[config.mk]
export PLATFORM = sky130hd
export DESIGN_NAME = gnr_cycle_ctrl_flat
export DESIGN_NICKNAME = d
export VERILOG_FILES = /design/src/rtl/gnr_pkg.sv /design/src/rtl/gnr_cycle_ctrl_if.sv /design/src/rtl/gnr_vec_cmp.sv /design/src/rtl/gnr_cycle_ctrl.sv /design/src/flat_wrapper.sv
export SDC_FILE = /design/constraint.sdc
export NUM_CORES = 1
export LEC_CHECK = 0
export CAP_MARGIN = 40
export CORE_MARGIN = 2
export CORE_UTILIZATION = 51
export DETAILED_ROUTE_END_ITERATION = 10
export PLACE_DENSITY = 0.79
export SLEW_MARGIN = 0
export SYNTH_ARGS = -nofsm -noshare
export SYNTH_HDL_FRONTEND = slang
export SYNTH_SLANG_ARGS = --single-unit
[constraint.sdc]
create_clock -name clk -period 2.3 [get_ports clk]
set_input_delay 0.46 -clock clk [delete_from_list [all_inputs] [get_ports clk]]
set_output_delay 0.46 -clock clk [all_outputs]
set_load 0.02 [all_outputs]
[src/rtl/gnr_pkg.sv]
// gnr_pkg: shared definitions for the GNR cycle controller slice.
// Contents: sequencer FSM state enum and the default counter width.
package gnr_pkg;

  localparam int CNT_W_DEF = 16;

  typedef enum logic [2:0] {
    IDLE  = 3'd0,
    INIT  = 3'd1,
    STEP1 = 3'd2,
    CHK1  = 3'd3,
    STEP2 = 3'd4,
    CHK2  = 3'd5,
    DONE  = 3'd6
  } gnr_state_t;

endpackage

[src/rtl/gnr_cycle_ctrl_if.sv]
// gnr_cycle_ctrl_if: host-side request/result bundle of gnr_cycle_ctrl.
//   start, init_in                          : request (host -> controller)
//   busy, done, meet_step, period, timeout  : status and results (controller -> host)
// Modports: master = host, slave = controller.
interface gnr_cycle_ctrl_if #(
  parameter int NUM_NODES = 8,
  parameter int CNT_W     = 16
);
  logic                 start;
  logic [NUM_NODES-1:0] init_in;
  logic                 busy;
  logic                 done;
  logic [CNT_W-1:0]     meet_step;
  logic [CNT_W-1:0]     period;
  logic                 timeout;

  modport master (
    output start, init_in,
    input  busy, done, meet_step, period, timeout
  );

  modport slave (
    input  start, init_in,
    output busy, done, meet_step, period, timeout
  );
endinterface

[src/rtl/gnr_vec_cmp.sv]
// gnr_vec_cmp: purely combinational equality compare of two state vectors.
// Ports:
//   a, b : W-bit vectors (cas_s0 / cas_s1 readback)
//   eq   : 1 when a == b
module gnr_vec_cmp #(
  parameter int W = 8
) (
  input  logic [W-1:0] a,
  input  logic [W-1:0] b,
  output logic         eq
);

  assign eq = (a == b);

endmodule

[src/rtl/gnr_cycle_ctrl.sv]
// gnr_cycle_ctrl: sequencer and Floyd tortoise/hare attractor detector for a
// GNR node array with dual state tracks (s0 tortoise, s1 hare).
//
// Ports:
//   clk, rst               : clock, synchronous active-high reset
//   host (slave modport)   : start/init_in request, busy/done/meet_step/period/timeout
//   state_s0, state_s1     : concatenated node cas_s0 / cas_s1 readback
//   init_state             : registered initial state driven to every node
//   reset_nos              : node reload strobe
//   start_s0, start_s1     : tortoise / hare step strobes
//
// Build option: define GNR_CYCLE_TIMEOUT_EN to bound each phase to MAX_STEPS
// steps; otherwise there is no limit check and timeout is tied low.
//
// state | meaning
// IDLE  | waiting for start; results held
// INIT  | reset_nos high, nodes load init_state into both tracks
// STEP1 | start_s0 + start_s1 high, k advances
// CHK1  | compare tracks (only when k is even)
// STEP2 | start_s1 only, tortoise frozen, p advances
// CHK2  | compare tracks to find the period
// DONE  | one-cycle done pulse
module gnr_cycle_ctrl
  import gnr_pkg::*;
#(
  parameter int NUM_NODES = 8,
  parameter int CNT_W     = CNT_W_DEF,
  parameter int MAX_STEPS = 1000
) (
  input  logic                 clk,
  input  logic                 rst,
  gnr_cycle_ctrl_if.slave      host,
  input  logic [NUM_NODES-1:0] state_s0,
  input  logic [NUM_NODES-1:0] state_s1,
  output logic [NUM_NODES-1:0] init_state,
  output logic                 reset_nos,
  output logic                 start_s0,
  output logic                 start_s1
);

  // Configuration sanity: k must be able to reach 2*(transient+period)
  // for any state vector, and the limit must be representable in k/p.
  if (CNT_W < NUM_NODES + 2) begin : g_bad_cnt_w
    $error("gnr_cycle_ctrl: CNT_W must be at least NUM_NODES+2");
  end
  if (MAX_STEPS < 1 || MAX_STEPS >= (2 ** CNT_W)) begin : g_bad_max_steps
    $error("gnr_cycle_ctrl: MAX_STEPS out of range for CNT_W");
  end

  gnr_state_t       state;
  logic [CNT_W-1:0] k;
  logic [CNT_W-1:0] p;
  logic [CNT_W-1:0] meet_step_r;
  logic [CNT_W-1:0] period_r;
  logic             busy_r;
  logic             done_r;
  logic             tracks_eq;

`ifdef GNR_CYCLE_TIMEOUT_EN
  localparam logic [CNT_W-1:0] STEP_LIMIT = CNT_W'(MAX_STEPS);
  logic timeout_r;
  assign host.timeout = timeout_r;
`else
  assign host.timeout = 1'b0;
`endif

  assign host.busy      = busy_r;
  assign host.done      = done_r;
  assign host.meet_step = meet_step_r;
  assign host.period    = period_r;

  gnr_vec_cmp #(.W(NUM_NODES)) u_cmp (
    .a  (state_s0),
    .b  (state_s1),
    .eq (tracks_eq)
  );

  always_ff @(posedge clk) begin
    if (rst) begin
      state       <= IDLE;
      k           <= '0;
      p           <= '0;
      meet_step_r <= '0;
      period_r    <= '0;
      busy_r      <= 1'b0;
      done_r      <= 1'b0;
      init_state  <= '0;
      reset_nos   <= 1'b0;
      start_s0    <= 1'b0;
      start_s1    <= 1'b0;
`ifdef GNR_CYCLE_TIMEOUT_EN
      timeout_r   <= 1'b0;
`endif
    end else begin
      // Strobes and done are single-cycle; each transition re-arms the one it needs.
      reset_nos <= 1'b0;
      start_s0  <= 1'b0;
      start_s1  <= 1'b0;
      done_r    <= 1'b0;

      unique case (state)
        IDLE: begin
          if (host.start) begin
            init_state  <= host.init_in;
            k           <= '0;
            p           <= '0;
            meet_step_r <= '0;
            period_r    <= '0;
`ifdef GNR_CYCLE_TIMEOUT_EN
            timeout_r   <= 1'b0;
`endif
            busy_r      <= 1'b1;
            reset_nos   <= 1'b1;
            state       <= INIT;
          end
        end

        INIT: begin
          start_s0 <= 1'b1;
          start_s1 <= 1'b1;
          state    <= STEP1;
        end

        STEP1: begin
          k     <= k + 1'b1;
          state <= CHK1;
        end

        CHK1: begin
          // Odd k: tortoise is still half a step behind, so no compare.
          if (!k[0] && tracks_eq) begin
            meet_step_r <= k;
            start_s1    <= 1'b1;
            state       <= STEP2;
          end
`ifdef GNR_CYCLE_TIMEOUT_EN
          else if (k == STEP_LIMIT) begin
            timeout_r <= 1'b1;
            period_r  <= '0;
            busy_r    <= 1'b0;
            done_r    <= 1'b1;
            state     <= DONE;
          end
`endif
          else begin
            start_s0 <= 1'b1;
            start_s1 <= 1'b1;
            state    <= STEP1;
          end
        end

        STEP2: begin
          p     <= p + 1'b1;
          state <= CHK2;
        end

        CHK2: begin
          if (tracks_eq) begin
            period_r <= p;
            busy_r   <= 1'b0;
            done_r   <= 1'b1;
            state    <= DONE;
          end
`ifdef GNR_CYCLE_TIMEOUT_EN
          else if (p == STEP_LIMIT) begin
            timeout_r <= 1'b1;
            period_r  <= '0;
            busy_r    <= 1'b0;
            done_r    <= 1'b1;
            state     <= DONE;
          end
`endif
          else begin
            start_s1 <= 1'b1;
            state    <= STEP2;
          end
        end

        DONE: begin
          state <= IDLE;
        end

        default: begin
          busy_r <= 1'b0;
          state  <= IDLE;
        end
      endcase
    end
  end

endmodule

[src/flat_wrapper.sv]
// flat-port wrapper written by rule: the top's interface ports become plain ports
module gnr_cycle_ctrl_flat import gnr_pkg::*;
#(
  parameter int NUM_NODES = 8,
  parameter int CNT_W     = CNT_W_DEF,
  parameter int MAX_STEPS = 1000
)
  (clk, rst, state_s0, state_s1, init_state, reset_nos, start_s0, start_s1, host_start, host_init_in, host_busy, host_done, host_meet_step, host_period, host_timeout);
  gnr_cycle_ctrl_if #(.NUM_NODES(NUM_NODES), .CNT_W(CNT_W)) host_i ();
  input  logic clk;
  input  logic rst;
  input  logic [NUM_NODES-1:0] state_s0;
  input  logic [NUM_NODES-1:0] state_s1;
  output logic [NUM_NODES-1:0] init_state;
  output logic reset_nos;
  output logic start_s0;
  output logic start_s1;
  input wire logic [$bits(host_i.start)-1:0] host_start;
  input wire logic [$bits(host_i.init_in)-1:0] host_init_in;
  output wire logic [$bits(host_i.busy)-1:0] host_busy;
  output wire logic [$bits(host_i.done)-1:0] host_done;
  output wire logic [$bits(host_i.meet_step)-1:0] host_meet_step;
  output wire logic [$bits(host_i.period)-1:0] host_period;
  output wire logic [$bits(host_i.timeout)-1:0] host_timeout;
  assign host_i.start = host_start;
  assign host_i.init_in = host_init_in;
  assign host_busy = host_i.busy;
  assign host_done = host_i.done;
  assign host_meet_step = host_i.meet_step;
  assign host_period = host_i.period;
  assign host_timeout = host_i.timeout;
  gnr_cycle_ctrl #(.NUM_NODES(NUM_NODES), .CNT_W(CNT_W), .MAX_STEPS(MAX_STEPS)) u_core (.clk(clk), .rst(rst), .host(host_i), .state_s0(state_s0), .state_s1(state_s1), .init_state(init_state), .reset_nos(reset_nos), .start_s0(start_s0), .start_s1(start_s1));
endmodule
### Word level (Yosys, flattened, before mapping)

Index checks and enable logic that the tools add are counted.

| cells by class | value |
|---|---|
| mux-type cells | 20 |
| eq/ne operators | 10 |
| $add $sub $neg | 2 |
| reductions and logical operators | 17 |
| bitwise gates (word level) | 3 |

Operators with widths:

| cell | count |
|---|---|
| 16-bit one-hot mux with 2 select lines | 4 |
| 16-bit two-way mux | 3 |
| 16-bit by 1-bit adder with 16-bit output (second input constant) | 2 |
| 3-bit one-hot mux with 6 select lines | 1 |
| 3-bit == test (second input constant) | 3 |
| 3-bit AND reduction | 3 |
| 8-bit == test | 1 |
| 2-bit nonzero test | 4 |
| 3-bit by 2-bit == test with 1-bit output (second input constant) | 2 |
| 1-bit two-way mux | 6 |
| 3-bit two-way mux | 2 |
| 2-bit AND reduction | 3 |
| 2-bit OR reduction | 3 |
| 5-bit OR reduction | 1 |
| 2-bit by 1-bit != test with 1-bit output (second input constant) | 2 |
| 1-bit one-hot mux with 2 select lines | 2 |
| 3-bit by 1-bit == test with 1-bit output (second input constant) | 1 |
| 3-bit zero test | 1 |
| 1-bit inverter | 3 |
| 1-bit one-hot mux with 3 select lines | 1 |
| 2-bit two-way mux | 1 |
| 2-bit != test (second input constant) | 1 |
| 1-bit logical AND | 1 |
| 1-bit zero test | 1 |

| storage, ports and cells | value |
|---|---|
| input bits | 27 |
| logic and storage cells | 63 |
| output and inout bits | 46 |
| bits in registers | 80 |

### Depth between registers and ports, before layout

| logic depth | value |
|---|---|
| word-level depth | 4 |
| depth in mapped cells | 6 |
| depth with buffers taken out | 5 |

### Modules after synthesis

Synthesis repeated with hierarchy kept, for this count alone.

| unflattened totals | value |
|---|---|
| cells, all modules | 429 |
| area total of the unflattened synthesis | 3558.4 sq um |

By module, submodules not included:

| module | cells an instance | seq. area each (sq um) | instances | area each (sq um) |
|---|---|---|---|---|
| gnr_cycle_ctrl | 418 | 1601.5 | 1 | 3472.1 |
| gnr_vec_cmp | 11 | 0.0 | 1 | 86.3 |

### Worst setup path after synthesis

OpenSTA, ideal clock, no wires.

| timing path | value |
|---|---|
| path type | input to register |
| from | in state_s1[3] |
| to | reg u_core.period_r[0], in the netlist u_core.host.period[0] |
| required time | 2228 ps |
| stages on the path | 5 |
| library setup time | 72 ps |
| path buffers | 1 |
| arrival | 1813 ps |
| path slack | 415 ps |
| cells stage by stage | xnor2_1 -> nand4_1 -> nor4_4 -> buf_4 -> mux2i_1 |

| between the ends | value |
|---|---|
| word-level cells in the longest chain between the ends | 3 |

RTL lines:

| item | line | source |
|---|---|---|
| from (decl) | flat_wrapper.sv:13 | `input logic [NUM_NODES-1:0] state_s1;` |
| 8-bit == test | gnr_vec_cmp.sv:13 | `assign eq = (a == b);` |
| 2-bit by 1-bit != test with 1-bit output (no source line) | -- |  |
| 3-bit AND reduction (no source line) | -- |  |
| to (signal assigned) | gnr_cycle_ctrl.sv:159 | `period_r <= p;` |
| to (decl) | gnr_cycle_ctrl.sv:54 | `logic [CNT_W-1:0] period_r;` |

No other way between the ends.
A chain may end at the register's enable or synchronous reset.

### Worst setup path after layout

| timing path | value |
|---|---|
| from | reg u_core.state[1] |
| to | reg u_core.k[15] |

| between the ends | value |
|---|---|
| word-level cells in the longest chain between the ends | 3 |
| elaborated cells on any way between the ends | 6 |
| classes of those cells | eq/ne: 2; mux: 1; reduce/logical: 3 |

RTL lines:

| item | line | source |
|---|---|---|
| from (decl) | gnr_cycle_ctrl.sv:50 | `gnr_state_t state;` |
| from (signal assigned) | gnr_cycle_ctrl.sv:80 | `state <= IDLE;` |
| from (signal assigned) | gnr_cycle_ctrl.sv:114 | `state <= INIT;` |
| from (signal assigned) | gnr_cycle_ctrl.sv:121 | `state <= STEP1;` |
| 3-bit by 2-bit == test with 1-bit output / 3-bit zero test (equally long branches) | gnr_cycle_ctrl.sv:101 | `unique case (state)` |
| 2-bit nonzero test (no source line) / 2-bit != test (equally long branches) | -- |  |
| 2-bit AND reduction (no source line) | -- |  |
| to (signal assigned) | gnr_cycle_ctrl.sv:125 | `k <= k + 1'b1;` |
| to (decl) | gnr_cycle_ctrl.sv:51 | `logic [CNT_W-1:0] k;` |

Parallel ways exist; a longest one is shown, timed or not.

==> metrics.md <==
| Metric | Value |
|---|---|
| Worst hold path cell count | `2` |
| Reg clk slew, reported paths | `90 ps` |
| # DRC | `0` |
| Commonest register cell after synthesis | `dfxtp_1` |
| Syn avg cell area | `8.916 um2` |
| Max Clock Skew | `9.537 ps` |
| Rel. slew slack | `58.76%` |
| CP max stage cell | `dfxtp_1` |
| Register Area | `1602 um2` |
| Nets@finish | `509` |
| Vias in the first global route | `3018` |
| # fillers | `606` |
| Post-DP HPWL | `5485 um` |
| Clock sinks | `80` |
| RSZ-0062 raised after global routing | `no` |
| Highest metal used | `met4` |
| Sw Share | `24.00%` |
| Number of DRC markers in iteration 0 | `122` |
| Setup CP Type | `reg -> reg` |
| Synth Cell Area | `3691 um2` |
| Met2 routed WL | `3995 um` |
| Layout cell share with drive strength beyond 1 | `7.835%` |
| Largest fanout on the critical path | `14` |
| Static leakage | `1.658 nW` |
| Die ar. | `7933 um2` |
| GRT Util Overall | `21.80%` |
| Synth Instances | `414` |
| Die Y | `89.07 um` |
| R2R cell count | `4` |
| Initial DRT Pass Iterations | `4` |
| Die W | `89.07 um` |
| Number of cells on the critical path | `4` |
| Met3 wire len | `485 um` |
| Io pins | `73` |
| Most frequent cell after synthesis | `dfxtp_1` |
| Buf+Inv Stages, Crit Path | `0` |
| Cell Chain, Critical Path | `nor3b_2, nand4_2, o311ai_0, o31ai_1` |
| Seq/Total Area, Yosys | `43.39%` |
| Place WS | `42.23 ps` |
| WHS | `455.5 ps` |
| Status | `finished, final reports clean` |
| Kind of end point of the critical path | `register` |
| Core area | `7137 um2` |
| PwrDens | `595.4 nW/um2` |
| Part of the power in registers | `50.4%` |
| Number of setup buffers added after CTS | `0` |
| Final setup fails | `0` |
| Metal-1 WL | `3706 um` |
| Initial core utilization | `51.72%` |
| Post-DR vias/cell | `5.527` |
| Htree depth | `3` |
| # diodes | `0` |
| Worst setup slack after layout | `262.5 ps` |
| Crit share post-route | `88.59%` |
| DRT Wirelength | `8230 um` |
| Area delta synth->final | `28.31%` |
| IR drop worst, VDD | `0.3447 mV` |
| Async SR Flop Fraction | `0%` |
| Clk pwr share | `40.2%` |
| Rows | `31` |
| Synth cell types | `48` |
| Gpl congestion | `0.8290` |
| Largest area contributor in the netlist | `dfxtp_1` |
| Hold buffer count at CTS | `0` |
| EDFF count, synth | `0` |
| Period minus WS final | `2037 ps` |
| Setup crit start kind | `register` |
| Clock tree buffer depth | `2` |
| Synth warnings | `0` |
| Top post-synthesis cells by count | `dfxtp_1 (80), nand2_1 (63), mux2i_1 (32)` |
| Congestion Overflow GR | `0` |
| Syn nets | `443` |
| Critical Path RT | `2530 ps` |
| Max Slew Vio Count | `0` |
| PortBufs | `71` |
| Root Driver | `clkbuf_8` |
| Max-cap violations | `0` |
| Share of the synthesized area in the top cell type | `43.39%` |
| Synth Register Bits | `80` |
| Psw | `0.6766 mW` |
| Post-CTS sizing | `0` |
| Critical Path AT | `2260 ps` |
| Slew @ Worst Pin | `616.3 ps` |
| Routed vias | `3228` |
| Largest net degree at the start of global routing | `82` |
| Crit path max-delay family | `simple AND/OR/NAND/NOR gates` |
| First-pass GRT wire length | `13660 um` |
| Area contributors post-synth | `dfxtp_1 (43%), mux2i_1 (8.7%), nand2_1 (6.4%), a21oi_1 (3.7%), nand3b_1 (3.3%)` |
| Multi-input gate area | `1959 um2` |
| Int Pwr | `2.143 mW` |
| Worst path max stage delay | `610 ps` |
| Initial antenna violation count | `0` |
| Fin. Hold Viols | `0` |
| Combinational power share | `9.3%` |
| Tightest Hold Check Type | `reg -> reg` |
| CTS tree | `yes` |
| Clk Latency, worst-skew pair | `340 ps` |
| Post-route ant nets | `0` |
| Fmax achieved | `0.4908 GHz` |
| TritonCTS Buffers | `9` |
| Drt wl/cell | `14.09 um` |
-- placed cells by master (no fill, tap or decap), types with 3 or more instances in the layout --
cell type / n
clkbuf_8: 9
a21oi_1: 27
or4_1: 5
buf_4: 6
inv_1: 3
nand3b_1: 16
o21ai_0: 7
nand2b_1: 17
xnor2_1: 8
nor2_1: 26
or3b_1: 3
clkdlybuf4s50_1: 70
a311oi_1: 5
and4_1: 6
mux2i_1: 32
or3_1: 7
a31oi_1: 10
mux2_2: 3
o311ai_0: 3
o211ai_1: 8
nand4_1: 11
and2_1: 5
and3_1: 3
buf_12: 3
nand2_1: 63
nand3_1: 11
dfxtp_1: 80
-- state kept, by name, summed over array words and instances (netlist names) --
register and flops:
u_core.host.done 1, u_core.start_s0 1, u_core.p 16, u_core.start_s1 1
u_core.reset_nos 1, u_core.k 16, u_core.host.meet_step 16, u_core.host.period 16
u_core.host.busy 1, u_core.state 3, u_core.init_state 8
-- cells by family (layout without fill, tap and decap cells) --
family,Yosys count,after routing,synth area share (%)
mux,35,35,9.593
simple gates,187,187,28.44
fa+ha+maj,2,2,0.6779
other cells,1,1,0.1016
xor+xnor,8,8,1.898
flops,80,80,43.39
buf+inv,29,100,3.525
compound gates,72,72,12.37
-- worst register-to-register path, stage by stage, from the launching register on --
cell and delay (ps):
dfxtp_1 610, nor3b_2 400, nand4_2 320, o311ai_0 460, o31ai_1 120
-- metrics by stage --
step,area [um2],utilization (%),TNS (ps),power (mW),std cells
2_1_floorplan,3691,-,0,1.599,414
3_3_place_gp,4507,63.15,-265.6,1.710,567
3_5_place_dp,4518,63.31,0,1.718,568
4_1_cts,4736,66.36,0,2.845,584
5_1_grt,4736,66.36,0,2.923,584
6_report,4736,66.36,0,2.819,584
-- cell type report --
cell class                      count  area share [%]
Multi-Input combinational cell    305           41.37
Timing Repair Buffer               81           17.36
Tap cell                           99           2.616
Inverter                            3          0.2378
Clock inverter                      6           1.902
Sequential cell                    80           33.82
Clock buffer                       10           2.695
-- final timing paths --
kind	slack [ps]	to	startpoint
hold reg to reg	460	u_core.init_state[4]$_SDFFE_PP0P_	u_core.init_state[4]$_SDFFE_PP0P_
setup reg to reg	260	u_core.k[15]$_SDFFE_PP0P_	u_core.state[1]$_SDFFE_PP0P_
hold / removal	460	u_core.init_state[4]$_SDFFE_PP0P_	u_core.init_state[4]$_SDFFE_PP0P_
setup / recovery	260	u_core.k[15]$_SDFFE_PP0P_	u_core.state[1]$_SDFFE_PP0P_
-- power by group through the flow --
| stage | registers (mW) | logic, mW | clock network (mW) |
|---|---|---|---|
| 2_1_floorplan | 1.46 | 0.136 | 0 |
| 6_report | 1.42 | 0.263 | 1.13 |
| 4_1_cts | 1.42 | 0.265 | 1.16 |
| 3_3_place_gp | 1.45 | 0.256 | 0 |
| 3_5_place_dp | 1.45 | 0.263 | 0 |
| 5_1_grt | 1.43 | 0.286 | 1.21 |
-- layer usage --
layer / vias to the layer above / global-route usage (%)
met5: - / 0
met4: 0 / 8.684
met3: 5 / 4.986
met2: 85 / 35.55
met1: 1523 / 28.09
li1: 1615 / -
No activity file was read; power rests on OpenSTA's default activity.
